===== src/rtl/instr_fetch_unit.sv =====
// Instruction fetch stage: Wishbone classic bus master with one outstanding
// request, a small prefetch FIFO of {word, pc, fault} entries, and a
// valid/ready handshake towards decode. PC redirects flush stale work.
module instr_fetch_unit #(
  parameter logic [31:0] RESET_PC   = 32'h0000_0000,
  parameter int          FIFO_DEPTH = 2
) (
  input  logic        clk,
  input  logic        rst_n,
  output logic        ibus_cyc_o,
  output logic        ibus_stb_o,
  output logic [31:0] ibus_adr_o,
  input  logic [31:0] ibus_dat_i,
  input  logic        ibus_ack_i,
  input  logic        ibus_err_i,
  input  logic        redirect_valid,
  input  logic [31:0] redirect_pc,
  output logic        instr_valid,
  input  logic        instr_ready,
  output logic [31:0] instr_data,
  output logic [31:0] instr_pc,
  output logic        instr_fault
);

  localparam int AW = (FIFO_DEPTH > 1) ? $clog2(FIFO_DEPTH) : 1;
  localparam int CW = AW + 1;
  localparam logic [CW-1:0] DEPTH_C = CW'(FIFO_DEPTH);

  // FETCH: normal prefetch; DRAIN: swallow the response of a request made
  // stale by a redirect; FAULT: bus error delivered, wait for a redirect.
  typedef enum logic [1:0] {FETCH, DRAIN, FAULT} state_t;

  state_t        state, state_next;
  logic          cyc, cyc_next;
  logic [31:0]   adr, adr_next;
  logic [31:0]   fetch_pc, fetch_pc_next;
  logic [31:0]   target_pc;

  logic [31:0]   mem_data  [FIFO_DEPTH];
  logic [31:0]   mem_pc    [FIFO_DEPTH];
  logic          mem_fault [FIFO_DEPTH];
  logic [AW-1:0] rd_ptr, wr_ptr;
  logic [CW-1:0] count, count_after_pop;

  logic          completing;
  logic          push, pop, flush;
  logic [31:0]   push_data;
  logic          push_fault;
  logic          unused_pc_bits;

  assign target_pc      = {redirect_pc[31:2], 2'b00};
  assign unused_pc_bits = ^redirect_pc[1:0];

  assign completing      = cyc & (ibus_ack_i | ibus_err_i);
  assign instr_valid     = (count != '0);
  // A redirect in the same cycle wins over the decoder's pop.
  assign pop             = instr_valid & instr_ready & ~redirect_valid;
  assign count_after_pop = count - CW'(pop);

  assign ibus_cyc_o = cyc;
  assign ibus_stb_o = cyc;
  assign ibus_adr_o = adr;

  // Head entry is gated by valid so the interface reads zero when empty.
  assign instr_data  = instr_valid ? mem_data[rd_ptr] : 32'h0;
  assign instr_pc    = instr_valid ? mem_pc[rd_ptr]   : 32'h0;
  assign instr_fault = instr_valid & mem_fault[rd_ptr];

  // Next-state, bus request and FIFO push decisions.
  always_comb begin
    // NOTE: every output of this block gets a default first so no path
    // leaves a variable unassigned, which would infer a latch.
    state_next    = state;
    cyc_next      = cyc;
    adr_next      = adr;
    fetch_pc_next = fetch_pc;
    push          = 1'b0;
    push_data     = ibus_dat_i;
    push_fault    = 1'b0;
    flush         = 1'b0;

    if (redirect_valid) begin
      flush         = 1'b1;
      fetch_pc_next = target_pc;
      if (cyc && !completing) begin
        state_next = DRAIN;            // keep the bus cycle until it ends
      end else begin
        state_next = FETCH;
        cyc_next   = 1'b1;
        adr_next   = target_pc;
      end
    end else begin
      unique case (state)
        FETCH: begin
          if (completing) begin
            push = 1'b1;
            if (ibus_err_i) begin        // err wins over a simultaneous ack
              push_data  = 32'h0;
              push_fault = 1'b1;
              state_next = FAULT;
              cyc_next   = 1'b0;
            end else begin
              fetch_pc_next = fetch_pc + 32'd4;
              // The slot being filled now plus the next request must fit.
              if ((count_after_pop + CW'(1)) < DEPTH_C) begin
                cyc_next = 1'b1;
                adr_next = fetch_pc + 32'd4;
              end else begin
                cyc_next = 1'b0;
              end
            end
          end else if (!cyc && (count_after_pop < DEPTH_C)) begin
            cyc_next = 1'b1;
            adr_next = fetch_pc;
          end
        end
        DRAIN: begin
          if (completing) begin            // response discarded
            state_next = FETCH;
            cyc_next   = 1'b1;
            adr_next   = fetch_pc;
          end
        end
        FAULT: begin
          cyc_next = 1'b0;
        end
        default: begin
          state_next = FETCH;
          cyc_next   = 1'b0;
        end
      endcase
    end
  end

  // Control state, bus request registers and FIFO pointers.
  always_ff @(posedge clk or negedge rst_n) begin
    if (!rst_n) begin
      state    <= FETCH;
      cyc      <= 1'b0;
      adr      <= RESET_PC;
      fetch_pc <= RESET_PC;
      rd_ptr   <= '0;
      wr_ptr   <= '0;
      count    <= '0;
    end else begin
      // NOTE: sequential state uses non-blocking assignments so every
      // register samples the pre-edge values computed above.
      state    <= state_next;
      cyc      <= cyc_next;
      adr      <= adr_next;
      fetch_pc <= fetch_pc_next;
      if (flush) begin
        rd_ptr <= '0;
        wr_ptr <= '0;
        count  <= '0;
      end else begin
        if (push) wr_ptr <= wr_ptr + AW'(1);
        if (pop)  rd_ptr <= rd_ptr + AW'(1);
        count <= count_after_pop + CW'(push);
      end
    end
  end

  // FIFO storage write port.
  // NOTE: storage is deliberately not reset; count alone decides validity
  // and the outputs are gated with it.
  always_ff @(posedge clk) begin
    if (push) begin
      mem_data[wr_ptr]  <= push_data;
      mem_pc[wr_ptr]    <= adr;
      mem_fault[wr_ptr] <= push_fault;
    end
  end

endmodule


===== config.mk =====
export PLATFORM = sky130hd
export DESIGN_NAME = instr_fetch_unit
export DESIGN_NICKNAME = d
export VERILOG_FILES = /design/src/rtl/instr_fetch_unit.sv
export SDC_FILE = /design/constraint.sdc
export NUM_CORES = 1
export LEC_CHECK = 0
export CAP_MARGIN = 20
export CELL_PAD_IN_SITES_DETAIL_PLACEMENT = 1
export CELL_PAD_IN_SITES_GLOBAL_PLACEMENT = 1
export CORE_MARGIN = 2
export CORE_UTILIZATION = 42
export CTS_CLUSTER_DIAMETER = 40
export DETAILED_ROUTE_END_ITERATION = 12
export HOLD_SLACK_MARGIN = 0.15
export PLACE_DENSITY = 0.87
export SLEW_MARGIN = 15
export SYNTH_ARGS = -nofsm -noshare
export SYNTH_HDL_FRONTEND = slang
export SYNTH_SLANG_ARGS = --single-unit
export TNS_END_PERCENT = 10

===== constraint.sdc =====
create_clock -name clk -period 5 [get_ports clk]
set_clock_uncertainty 0.15 [all_clocks]
set_input_delay 0.75 -clock clk [delete_from_list [all_inputs] [get_ports clk]]
set_output_delay 0.75 -clock clk [all_outputs]
set_load 0.02 [all_outputs]

==> results.toml <==
[floorplan]
dieArea_mm2 = 0.0233
dieHeight_um = 153
fp.dieW_um = 153
io_pins = 170
rows = 54
core_mm2 = 0.0218
start_util_pct = 42.6

[cts]
numCtsBuffers = 17
h-tree-depth = 4
cts_sinks = 196
cts.repair.resized = 0
cts_root_buffer = "clkbuf_16"
cts_tree = "done"
clock_path_buffers = 2
clk_latency_ns = 0.43
clkTransAtPathRegs_ns = 0.07
post_cts_buffers = 0
cts_hold_buf = 0

[global_route]
grt_max_degree = 65
antenna_found_initial = 0
grt_pass1_vias = 7024
grt_pass1_wl_um = 38800
overflow = 0
grtUsageTotal_pct = 21.0

[critical_path]
critical_path_class = "in -> reg"
slowest_delay_ns = 0.85
start_kind = "primary input"
path_cells = "clkdlybuf4s50_1 -> nand2_1 -> nor2_1 -> ha_1 -> xor2_1 -> nor3_1 -> o211ai_1 -> buf_4 -> a21oi_1 -> a32o_1"
critPathSlowestCell = "o211ai_1"
required_ns = 5.17
critPathArrivalTime_ns = 3.68
crit_fanout = 24
end_kind = "flip-flop"

[logic_synthesis]
synth_edf_count = 128
synth.distinct_cells = 58
synth_common_cells = "edfxtp_1 (128), nor2_1 (92), mux2i_1 (83)"
syn_nets = 832
ys_async_sr_fraction_pct = 34.7
synthCells = 759
synthFlopType = "edfxtp_1"
yosysTopAreaCell = "edfxtp_1"
syn-mean-instance-area_um2 = 12.2
ys_warn_count = 0
synth_top_area_share_pct = 41.4
seq_area_frac_synth_pct = 59.8
netlist_top_cells_area = "edfxtp_1 (41%), dfrtp_1 (18%), mux2i_1 (9.0%)"
syn-cell-area_mm2 = 0.00928
synth.most_common_cell = "edfxtp_1"
synth_seq_cells = 196

[min_path]
min_path_type = "in -> async"

[sta]
drv_slew = 0
whs_ns = 0.334
tightest_slew_ns = 1.05
finalHoldViolations = 0
rsz0062_at_grt = "no"
fin_crit_sh_pct = 70.3
fmax_mhz = 285
slew_headroom_pct = 29.6
post-route-min-period_ns = 3.51
setup_viol = 0
setup_tns_ns = 0

[final_layout]
nFillCells = 2236
finalNetCount = 978
drive_above_1_share_pct = 8.06
area_growth_pct = 26.0
final_cell_area_mm2 = 0.0117
antennaDiodeCount = 0

[drt]
wire_per_inst_um = 19.9
viasPerCell = 5.37
wirelength_um = 23900
ant_nets = 0
drc = 0
drtPass1Iterations = 6
dr_total_vias = 6438
drt_iter0_drc = 336

[power_and_ir_drop]
p_per_area_mw_per_mm2 = 546
p_leak_nw = 4.09
ir_worst_vdd_uv = 275

[run]
cap_violations = 0

[run_status]
status = "finished clean"

[place]
port_buffers = 167
place_area_mm2 = 0.0112
gp_congestion = 0.806
dp_hpwl_um = 16400
==> final cells by class <==
type	instances	area (um2)	area share, %
inverters	12	45.0	0.385
repair buffers	179	1760	15.0
clock inverters	14	91.3	0.781
flip-flops and latches	196	5550	47.5
multi-input cells	499	3470	29.7
well taps	280	350	3.00
clock buffers	18	429	3.67
==> critical path, delay by kind of cell <==
kind	cells	cell delay, ns
AOI/OAI and AO/OA	3	1.21
xor gates and xnor gates	1	0.27
adders and majority gates	1	0.22
buffers and inverters	2	0.92
and+or+nand+nor	3	0.30
==> per-stage QoR <==
stage | std cells | power, mW | utilization (%) | setup slack [ns]
after detailed placement | 1166 | 5.21 | 51.3 | 1.08
after global routing | 1198 | 6.71 | 53.7 | 1.30
after floorplan | 759 | 3.95 | - | 0.0971
final | 1198 | 6.38 | 53.7 | 1.49
after global placement | 1166 | 5.09 | 51.3 | 1.20
after CTS | 1198 | 6.44 | 53.7 | 1.48
==> routing by layer <==
metal | share of wire [%] | vias up | global-route usage, %
met2 | 53 | 142 | 36.9
li1 | - | 3021 | -
met5 | 0 | - | 0
met3 | 3.2 | 24 | 3.30
met4 | 1.6 | 0 | 5.73
met1 | 43 | 3251 | 27.1
==> cell usage in the layout, fill, tap and decap left out, types with 4 or more instances in the layout <==
cell,netlist,layout
a21boi_0,4,4
a21boi_1,5,5
a21oi_1,23,23
a221oi_1,4,4
and2_1,4,4
and4_1,4,4
buf_4,3,12
clkbuf_16,0,17
clkdlybuf4s50_1,0,166
clkinv_1,1,4
clkinv_4,0,4
clkinvlp_4,0,4
dfrtp_1,68,67
edfxtp_1,128,128
inv_1,11,11
mux2_2,8,8
mux2i_1,83,83
nand2_1,41,41
nand2b_1,10,10
nand3_1,15,15
nand4_1,20,20
nor2_1,92,91
nor2b_1,36,35
nor3_1,19,19
nor4_1,10,9
nor4_4,6,6
o21a_1,4,4
o21ai_0,10,10
o31ai_1,8,8
xnor2_1,34,34
xor2_1,15,15
==> registers in the layout, indices dropped and copies added (netlist names) <==
name and flops:
mem_data 64, mem_pc 62, ibus_adr_o 31, fetch_pc 30
count 2, mem_fault 2, state 2, ibus_cyc_o 1
rd_ptr 1, wr_ptr 1
==> power by group <==
| part | switching, mW | total, mW | internal, mW |
|---|---|---|---|
| Sequential | 0.359 | 2.55 | 2.19 |
| Combinational | 1.46 | 2.61 | 1.15 |
| Clock | 0.593 | 1.22 | 0.630 |
| Total | 2.41 | 6.38 | 3.97 |
==> logic make-up (layout without fill, tap and decap cells) <==
group                    after synthesis  count (layout)  synth area share (%)
buffers and inverters                 64             223                  3.06
multiplexers                          91              91                  9.93
AO/OA/AOI/OAI                         76              76                  5.44
AND/OR/NAND/NOR                      279             279                  16.5
flip-flops                           196             196                  59.8
adder cells (fa/ha/maj)                3               3                 0.405
XOR/XNOR                              50              50                  4.87
==> path summary, 6_finish.rpt <==
kind,startpoint,endpoint,slack (ns),depth (start not counted)
worst max register to register,count[1],ibus_adr_o[28],1.67,11
max in group asynchronous,rst_n,ibus_adr_o[31],3.37,2
worst max-delay path,instr_ready,ibus_adr_o[28],1.49,10
worst min register to register,ibus_adr_o[16],mem_pc[0][16],0.36,0
worst min-delay path,rst_n,ibus_adr_o[5],0.33,1
min in group clk,ibus_adr_o[16],mem_pc[0][16],0.36,0
Power figures use the tool's default switching activity.
